File: src/rtl/fifo_arb_pkg.sv
// Shared types and helpers for the fifo write-port arbiter.
package fifo_arb_pkg;

    typedef enum logic {RUN = 1'b0, FULL = 1'b1} arb_state_t;

    localparam int STAT_W = 16;

    // Next round-robin index with wrap at n.
    function automatic int rr_next(input int idx, input int n);
        return (idx + 1) % n;
    endfunction

endpackage

File: src/rtl/rr_pick.sv
// Round-robin picker: first asserted valid at or after ptr, wrapping modulo NUM_REQ.
module rr_pick
    import fifo_arb_pkg::*;
#(
    parameter  int NUM_REQ = 4,
    localparam int PW      = $clog2(NUM_REQ)
) (
    input  logic [NUM_REQ-1:0] valid,
    input  logic [PW-1:0]      ptr,
    output logic [NUM_REQ-1:0] grant,
    output logic [PW-1:0]      idx,
    output logic               any
);

    // Walk the ring starting at ptr and take the first requester found.
    always_comb begin
        int j;
        grant = '0;
        idx   = '0;
        any   = 1'b0;
        j     = int'(ptr);
        for (int k = 0; k < NUM_REQ; k++) begin
            if (!any && valid[j]) begin
                any      = 1'b1;
                grant[j] = 1'b1;
                idx      = PW'(j);
            end
            j = rr_next(j, NUM_REQ);
        end
    end

endmodule

File: src/rtl/fifo_wr_arbiter.sv
// Round-robin arbiter sharing one fifo write port between NUM_REQ producers.
// Tracks fifo occupancy itself from issued writes and observed reads, so it
// never writes into a full fifo. Outputs are registered (accept -> write in
// one cycle). Define FIFO_WR_ARBITER_STATS_EN to add per-requester grant
// counters and a stall counter.
module fifo_wr_arbiter
    import fifo_arb_pkg::*;
#(
    parameter  int NUM_REQ    = 4,
    parameter  int fifo_width = 8,
    parameter  int fifo_depth = 8,
    localparam int PW         = $clog2(NUM_REQ),
    localparam int OW         = $clog2(fifo_depth) + 1
) (
    input  logic                          clk,
    input  logic                          rstn,
    input  logic [NUM_REQ-1:0]            req_valid,
    input  logic [NUM_REQ*fifo_width-1:0] req_data,
    output logic [NUM_REQ-1:0]            req_ready,
    output logic                          fifo_write,
    output logic [fifo_width-1:0]         fifo_data_in,
    input  logic                          fifo_read,
    input  logic                          fifo_empty,
    output logic [OW-1:0]                 occupancy,
    output logic                          blocked,
    output logic [PW-1:0]                 grant_id
`ifdef FIFO_WR_ARBITER_STATS_EN
    ,
    output logic [NUM_REQ*STAT_W-1:0]     grant_cnt,
    output logic [STAT_W-1:0]             stall_cnt
`endif
);

    arb_state_t           state, state_nxt;
    logic [PW-1:0]        ptr;
    logic [OW-1:0]        occ_nxt;
    logic                 can_accept, accept;
    logic [NUM_REQ-1:0]   pick_gnt;
    logic [PW-1:0]        pick_idx;
    logic                 pick_any;

    rr_pick #(.NUM_REQ(NUM_REQ)) u_pick (
        .valid (req_valid),
        .ptr   (ptr),
        .grant (pick_gnt),
        .idx   (pick_idx),
        .any   (pick_any)
    );

    // Credit after this cycle's write and read; a read of an empty count is ignored.
    assign occ_nxt    = occupancy + OW'(fifo_write) - OW'(fifo_read && (occupancy != '0));
    assign can_accept = occ_nxt < OW'(fifo_depth);
    assign accept     = rstn && can_accept && (state == RUN) && pick_any;
    assign req_ready  = accept ? pick_gnt : '0;
    assign blocked    = (state == FULL);

    // Block when the credit reaches the depth, release as soon as it drops.
    always_comb begin
        state_nxt = state;
        case (state)
            RUN:     if (occ_nxt == OW'(fifo_depth)) state_nxt = FULL;
            FULL:    if (occ_nxt <  OW'(fifo_depth)) state_nxt = RUN;
            default: state_nxt = RUN;
        endcase
    end

    // Registered write port, credit, round-robin pointer and FSM state.
    always_ff @(posedge clk or negedge rstn) begin
        if (!rstn) begin
            state        <= RUN;
            ptr          <= '0;
            occupancy    <= '0;
            fifo_write   <= 1'b0;
            fifo_data_in <= '0;
            grant_id     <= '0;
        end else begin
            state      <= state_nxt;
            occupancy  <= occ_nxt;
            fifo_write <= accept;
            if (accept) begin
                fifo_data_in <= req_data[int'(pick_idx)*fifo_width +: fifo_width];
                grant_id     <= pick_idx;
                ptr          <= PW'(rr_next(int'(pick_idx), NUM_REQ));
            end
        end
    end

`ifdef FIFO_WR_ARBITER_STATS_EN
    logic [NUM_REQ-1:0][STAT_W-1:0] gcnt;

    // Saturating per-requester transfer counts and blocked-with-demand cycles.
    always_ff @(posedge clk or negedge rstn) begin
        if (!rstn) begin
            gcnt      <= '0;
            stall_cnt <= '0;
        end else begin
            for (int i = 0; i < NUM_REQ; i++)
                if (req_valid[i] && req_ready[i] && gcnt[i] != '1)
                    gcnt[i] <= gcnt[i] + 1'b1;
            if ((|req_valid) && blocked && stall_cnt != '1)
                stall_cnt <= stall_cnt + 1'b1;
        end
    end

    assign grant_cnt = gcnt;
`endif

`ifndef SYNTHESIS
    logic quiet_q;

    // Remember a cycle with no write and no read so the flag compare is settled.
    always_ff @(posedge clk or negedge rstn) begin
        if (!rstn) quiet_q <= 1'b0;
        else       quiet_q <= !fifo_write && !fifo_read;
    end

    a_empty_consistent: assert property (@(posedge clk) disable iff (!rstn)
        quiet_q |-> ((occupancy == '0) == fifo_empty));
`endif

endmodule
File: config.mk
export PLATFORM = sky130hd
export DESIGN_NAME = fifo_wr_arbiter
export DESIGN_NICKNAME = d
export VERILOG_FILES = /design/src/rtl/fifo_arb_pkg.sv /design/src/rtl/rr_pick.sv /design/src/rtl/fifo_wr_arbiter.sv
export SDC_FILE = /design/constraint.sdc
export NUM_CORES = 1
export LEC_CHECK = 0
export BUFFER_PORTS_ARGS = -buffer_cell sky130_fd_sc_hd__buf_2
export CAP_MARGIN = 20
export CORE_MARGIN = 2
export CORE_UTILIZATION = 40
export CTS_CLUSTER_DIAMETER = 30
export DETAILED_ROUTE_END_ITERATION = 10
export PLACE_DENSITY = 0.67
export SLEW_MARGIN = 20
export SYNTH_ARGS = -nofsm -noshare
export SYNTH_HDL_FRONTEND = slang
export SYNTH_HIERARCHICAL = 1
export SYNTH_SLANG_ARGS = --single-unit
export TNS_END_PERCENT = 100
File: constraint.sdc
create_clock -name clk -period 9.1 [get_ports clk]
set_clock_uncertainty 0.2 [all_clocks]
set_input_delay 0.455 -clock clk [delete_from_list [all_inputs] [get_ports clk]]
set_output_delay 0.455 -clock clk [all_outputs]
set_load 0.02 [all_outputs]
# Yosys cells after proc, flatten, opt, wreduce, memory -nomap -nowiden
# Cells that the tools add are included.
[word_totals] wordCells=83 in_bits=40 reg_bits=18 out_inout_bits=20
[op_classes] mux=35 bitwise_logic=7 add_sub_neg=6 n_shift=1 n_reduce_logical=18 n_eq_ne=1 magnitude_cmp=9
[op_table] op="32-bit by 6-bit indexed part select with 8-bit output" n=1
[op_table] op="4-bit two-way mux" n=5
[op_table] op="1-bit two-way mux" n=17
[op_table] op="3-bit by 4-bit < comparator with 1-bit output, second input constant" n=3
[op_table] op="4-bit OR" n=3
[op_table] op="1-bit logical AND" n=11
[op_table] op="3-bit by 1-bit >= comparator with 1-bit output, second input constant" n=3
[op_table] op="3-bit by 2-bit adder with 4-bit output, second input constant" n=2
[op_table] op="1-bit binary-select mux with 2-bit select" n=4
[op_table] op="1-bit demux with 2-bit select" n=4
[op_table] op="2-bit two-way mux" n=4
[op_table] op="2-bit OR reduction" n=3
[op_table] op="2-bit by 1-bit adder with 2-bit output, second input constant" n=2
[op_table] op="4-bit by 1-bit adder with 4-bit output" n=1
[op_table] op="4-bit == test, second input constant" n=1
[op_table] op="4-bit < comparator, second input constant" n=1
[op_table] op="4-bit nonzero test" n=1
[op_table] op="4-bit by 1-bit subtractor with 4-bit output" n=1
[op_table] op="1-bit logical NOT" n=3
[op_table] op="2-bit by 3-bit < comparator with 1-bit output, second input constant" n=1
[op_table] op="1-bit bitwise AND" n=2
[op_table] op="2-bit by 1-bit >= comparator with 1-bit output, second input constant" n=1
[op_table] op="1-bit case mux with 2 select lines" n=1
[op_table] op="1-bit bitwise AND, first input constant" n=1
[op_table] op="1-bit NOT" n=1

# Logic depth before layout (Yosys ltp)
[depth] word_depth=16 depth_mapped=13 depth_no_buf=10

# By module
# The synthesis kept the hierarchy.
[modules_own_cells] mod="fifo_wr_arbiter" area_each_um2=1056.0 cells_each=77 n_inst=1 seq_area_each_um2=450.4
[modules_own_cells] mod="rr_pick" area_each_um2=544.3 cells_each=69 n_inst=1 seq_area_each_um2=0.0

# Least setup slack after synthesis
# OpenSTA, ideal clock, no wires.
[synth_path] path_kind="register to register" from="reg ptr[1]" to="reg fifo_data_in[0]" t_required_ns=8.775 stages_incl_launch_ff=11 arrival_time_ns=3.200 period_less_slack_ns=3.525 setup_ns=0.125 n_path_buf=2 slack_ns=5.575 cell_sequence="dfrtp_1 > clkbuf_1 > inv_1 > ha_1 > mux4_2 > a211oi_2 > o21ai_1 > o21ai_1 > buf_2 > mux4_2 > mux2_4"
[synth_between] elab_chain_cells=13 word_cells_on_any_way=30 cone_classes="add/sub (3); shift (1); mux (19); reduce/logical (7)"
[synth_rtl] item="start: declaration" line="fifo_wr_arbiter.sv:35" rtl="logic [PW-1:0] ptr;"
[synth_rtl] item="start signal: assignment" line="fifo_wr_arbiter.sv:83" rtl="ptr <= PW'(rr_next(int'(pick_idx), NUM_REQ));"
[synth_rtl] item="branches (longest 11 deep; another with 3-bit by 2-bit adder with 4-bit output)"
[synth_rtl] item="2-bit two-way mux *" line="rr_pick.sv:23" rtl="if (!any && valid[j]) begin"
[synth_rtl] item="named net pick_idx[0]" line="fifo_wr_arbiter.sv:39" rtl="logic [PW-1:0] pick_idx;"
[synth_rtl] item="32-bit by 6-bit indexed part select with 8-bit output *" line="fifo_wr_arbiter.sv:81" rtl="fifo_data_in <= req_data[int'(pick_idx)*fifo_width +: fifo_width];"
[synth_rtl] item="end signal: assignment" line="fifo_wr_arbiter.sv:81"
[synth_rtl] item="end: declaration" line="fifo_wr_arbiter.sv:21" rtl="output logic [fifo_width-1:0] fifo_data_in,"
# Mark *: on every way through the listed nets, which the timed path passes. The select of a mux whose other input is x is not followed.
# A chain may end at the register's enable or synchronous reset.

# Worst setup path after layout
[layout_path] from="reg ptr[0]" to="out req_ready[0]"
[layout_between] elab_chain_cells=14 word_cells_on_any_way=59 cone_classes="add/sub (3); order compare (8); mux (28); bitwise (6); reduce/logical (14)"
[layout_rtl] item="branches (longest 11 deep; another with 3-bit by 2-bit adder with 4-bit output)"
[layout_rtl] item="1-bit two-way mux *" line="rr_pick.sv:23"
[layout_rtl] item="named net pick_any" line="fifo_wr_arbiter.sv:40" rtl="logic pick_any;"
[layout_rtl] item="1-bit logical AND *" line="fifo_wr_arbiter.sv:53" rtl="assign accept = rstn && can_accept && (state == RUN) && pick_any;"
[layout_rtl] item="4-bit two-way mux *" line="fifo_wr_arbiter.sv:54" rtl="assign req_ready = accept ? pick_gnt : '0;"
[layout_rtl] item="end: declaration" line="fifo_wr_arbiter.sv:19" rtl="output logic [NUM_REQ-1:0] req_ready,"
# Marks and branches as above.

==> qor.yml <==
status: "complete, no violations"
die_height_um: 67.3
ant_nets: 0
synth_area_per_cell_um2: 11.0
drt-initial-drc-count: 41
chipWidth_um: 67.3
ys_async_sr_fraction_pct: 100
gp_congestion: 0.853
tritoncts_num_sinks: 18
power.switching_mw: 0.398
cp-start-kind: "register"
synth.largest_area_cell: "sky130_fd_sc_hd__dfrtp_1"
slew_limit_headroom_pct: 36.2
quantity_of_gates_resized_following_cts: 0
initial_standard_cell_utilization_of_the_core_pct: 42.7
vias_in_the_first_global_route: 1265
drt_first_pass_iters: 5
final_hold_viol_count: 0
setup-violations-final: 0
synth_warnings: 6
max-clock-path-buffers: 2
place_area_um2: 1910
ff_latch_area_um2: 450
report.power.total_mw: 0.872
fillers: 356
track_usage_pct: 16.4
timing.reg2reg.setup_slack_ps: 4920
core_area_um2: 3740
cts.htree.levels: 1
crit_path_end_kind: "primary output"
power-per-cell-area_nw_per_um2: 441
comb_power_share_pct: 73.4
dpl.hpwl_mm: 2.65
final_min_period_over_clock_period_pct: 46.1
capture_endpoint_of_the_worst_hold_path: "fifo_data_in[1]$_DFFE_PN0P_"
max_freq_ghz: 0.238
p_leak_nw: 0.993
synth.lib_cells_used.distinct: 38
area_delta_synth_final_pct: 23.5
grt_start_max_net_pins: 20
switching_share_pct: 45.6
worstPathRequired_ps: 8450
cts_buffers: 3
synth.top_cells.by_area: "sky130_fd_sc_hd__dfrtp_1, sky130_fd_sc_hd__mux4_2, sky130_fd_sc_hd__ha_1, sky130_fd_sc_hd__mux2_2, sky130_fd_sc_hd__inv_1"
path_class: "register to primary output"
yosysSeqAreaShare_pct: 28.1
final_area_um2: 1980
worstHoldPathCells: 1
holdCritPathClass: "register to register"
cts.reportedPaths.clkPinSlew_ps: 70
worst-path-max-fanout: 19
p_clk_share_pct: 7.3
numPortBuffers: 58
design.die.area_um2: 4520
number_of_synthesized_flops_with_an_enable_pin: 0
postSynthNetCount: 200
fin_crit_ps: 4200
use_met3_pct: 3.50
yosys_register_bits: 18
worst_skew_pair.late_latency_ps: 250
clock_tree.root_cell: "sky130_fd_sc_hd__clkbuf_8"
worstHoldStart: "fifo_data_in[1]$_DFFE_PN0P_"
final_max_slew_viol_count: 0
synth_top_area_share_pct: 28.1
rsz_0062_raised_after_global_routing: "no"
routed-via-count: 1326
layout-drive-gt1-share_pct: 44.6
post_synth_top_flop: "sky130_fd_sc_hd__dfrtp_1"
drc: 0
tritoncts: "yes"
post_synth_instance_area_um2: 1600
grt_overflow_total: 0
floorplan.rows: 22
seq_power_share_pct: 19.2
ff2ff_path_depth: 8
post_cts.repair.setup_buffers: 0
finalSetupTns_ps: 0
global_route.usage.met1_pct: 20.2
worst-endpoint-arrival_ps: 3540
drt-wirelength-per-cell_um: 13.5
antenna_found_initial: 0
timing_worst_slew_pin_value_ps: 951
ant_diodes: 0
regToRegStartpoint: "ptr[0]$_DFFE_PN0P_"
detail_route.wirelength_mm: 3.40
floorplan.io_pins: 60
worst_ir_drop_vdd_mv: 0.214
first_pass_grt_wire_length_mm: 5.69
grt_most_used_layer: "met2"
routed_via_density: 5.26
syn-instance-count: 146
groute.layer.met2.usage_pct: 30.3
cap_violations: 0
final_net_count: 259
r2r-end: "fifo_data_in[3]$_DFFE_PN0P_"
internal_pwr_total_mw: 0.474
multiInputGateArea_um2: 1030
placed cells by master, fill, tap and decap left out, drive strengths merged:
master       instances
a211oi               2
a21o                 2
a21oi                4
a222oi               4
a31oi                2
a32o                 1
buf                 59
clkbuf               4
clkinv               1
dfrtp               18
dlygate4sd3          1
fa                   1
ha                  13
inv                 17
mux2                12
mux2i                6
mux4                11
nand2               12
nand3                3
nand3b               2
nand4                2
nor2                12
nor3                 1
nor4b                1
nor4bb               1
o21a                 2
o21ai                6
o22ai                1
xnor2                1
xor2                 2
synthesized netlist by cell type (2+ instances only):
master	instances
sky130_fd_sc_hd__a21o_1	2
sky130_fd_sc_hd__a21oi_1	3
sky130_fd_sc_hd__a222oi_1	4
sky130_fd_sc_hd__a31oi_1	2
sky130_fd_sc_hd__buf_6	3
sky130_fd_sc_hd__dfrtp_1	18
sky130_fd_sc_hd__ha_1	13
sky130_fd_sc_hd__inv_1	17
sky130_fd_sc_hd__mux2_2	8
sky130_fd_sc_hd__mux2_4	4
sky130_fd_sc_hd__mux2i_1	4
sky130_fd_sc_hd__mux2i_4	2
sky130_fd_sc_hd__mux4_2	10
sky130_fd_sc_hd__nand2_1	12
sky130_fd_sc_hd__nand3_1	3
sky130_fd_sc_hd__nand3b_1	2
sky130_fd_sc_hd__nand4_1	2
sky130_fd_sc_hd__nor2_1	11
sky130_fd_sc_hd__o21a_1	2
sky130_fd_sc_hd__o21ai_0	3
sky130_fd_sc_hd__o21ai_1	3
sky130_fd_sc_hd__xor2_1	2
routing by layer:
metal | vias to the layer above | wire [µm]
li1 | 652 | -
met1 | 632 | 1370
met2 | 42 | 1850
met3 | 0 | 181
met4 | 0 | 0
met5 | - | 0
power by group through the flow:
stage                     registers (mW)  logic [mW]  clock network (mW)
after floorplan                    0.193       0.503                   0
after global placement             0.167       0.639                   0
after detailed placement           0.169       0.649                   0
after CTS                          0.168       0.650              0.0665
after global routing               0.175       0.709              0.0700
final                              0.168       0.640              0.0638
timing repair:
item | in CTS | in global routing
endpoints found under the setup margin | 0 | 0
hold endpoints to repair | 18 | 0
hold buffers | 1 | 0
cell families after synthesis:
| group | Yosys count | share of synthesized area [%] |
|---|---|---|
| AO/OA/AOI/OAI | 24 | 11.3 |
| XOR/XNOR | 3 | 1.64 |
| adder cells (fa/ha/maj) | 14 | 11.4 |
| buffers and inverters | 24 | 7.19 |
| flip-flops | 18 | 28.1 |
| multiplexers | 29 | 30.4 |
| AND/OR/NAND/NOR | 34 | 9.93 |
worst max path at each step:
stage,from,endpoint
6_report,ptr[0]$_DFFE_PN0P_,req_ready[0]
5_1_grt,ptr[0]$_DFFE_PN0P_,req_ready[3]
4_1_cts,ptr[0]$_DFFE_PN0P_,req_ready[0]
3_5_place_dp,ptr[0]$_DFFE_PN0P_,fifo_data_in[4]$_DFFE_PN0P_
3_3_place_gp,ptr[0]$_DFFE_PN0P_,fifo_data_in[3]$_DFFE_PN0P_
2_1_floorplan,ptr[1]$_DFFE_PN0P_,fifo_data_in[0]$_DFFE_PN0P_
registers in the layout, indices dropped and copies added (netlist names):
name and count:
fifo_data_in 8, occupancy 4, grant_id 2, ptr 2, blocked 1, fifo_write 1
layout make-up:
class / count / area share, %
clock buffer: 4 / 2.78
inverter: 18 / 3.48
multi-input combinational: 104 / 52.3
sequential: 18 / 22.8
tap: 48 / 3.04
timing repair buffer: 60 / 15.6
worst max-delay path: stages (launching register included):
cell and delay [ps]:
sky130_fd_sc_hd__dfrtp_1 840, sky130_fd_sc_hd__inv_1 280, sky130_fd_sc_hd__ha_1 470, sky130_fd_sc_hd__mux4_2 420, sky130_fd_sc_hd__a21oi_1 200, sky130_fd_sc_hd__nand2_1 70, sky130_fd_sc_hd__nand3b_1 90, sky130_fd_sc_hd__nor2_1 70
sky130_fd_sc_hd__mux2i_4 550, sky130_fd_sc_hd__nor2_1 100, sky130_fd_sc_hd__buf_2 190
per-stage QoR:
stage	hold WS [ps]	utilization [%]	setup slack, ps	instances
2_1_floorplan	-40.6	-	5580	146
3_3_place_gp	208	51.1	4930	247
3_5_place_dp	216	51.1	4930	247
4_1_cts	305	52.8	4870	252
5_1_grt	318	52.8	4540	252
6_report	300	52.8	4900	252
Note: power is estimated with default switching activity, not from simulation.
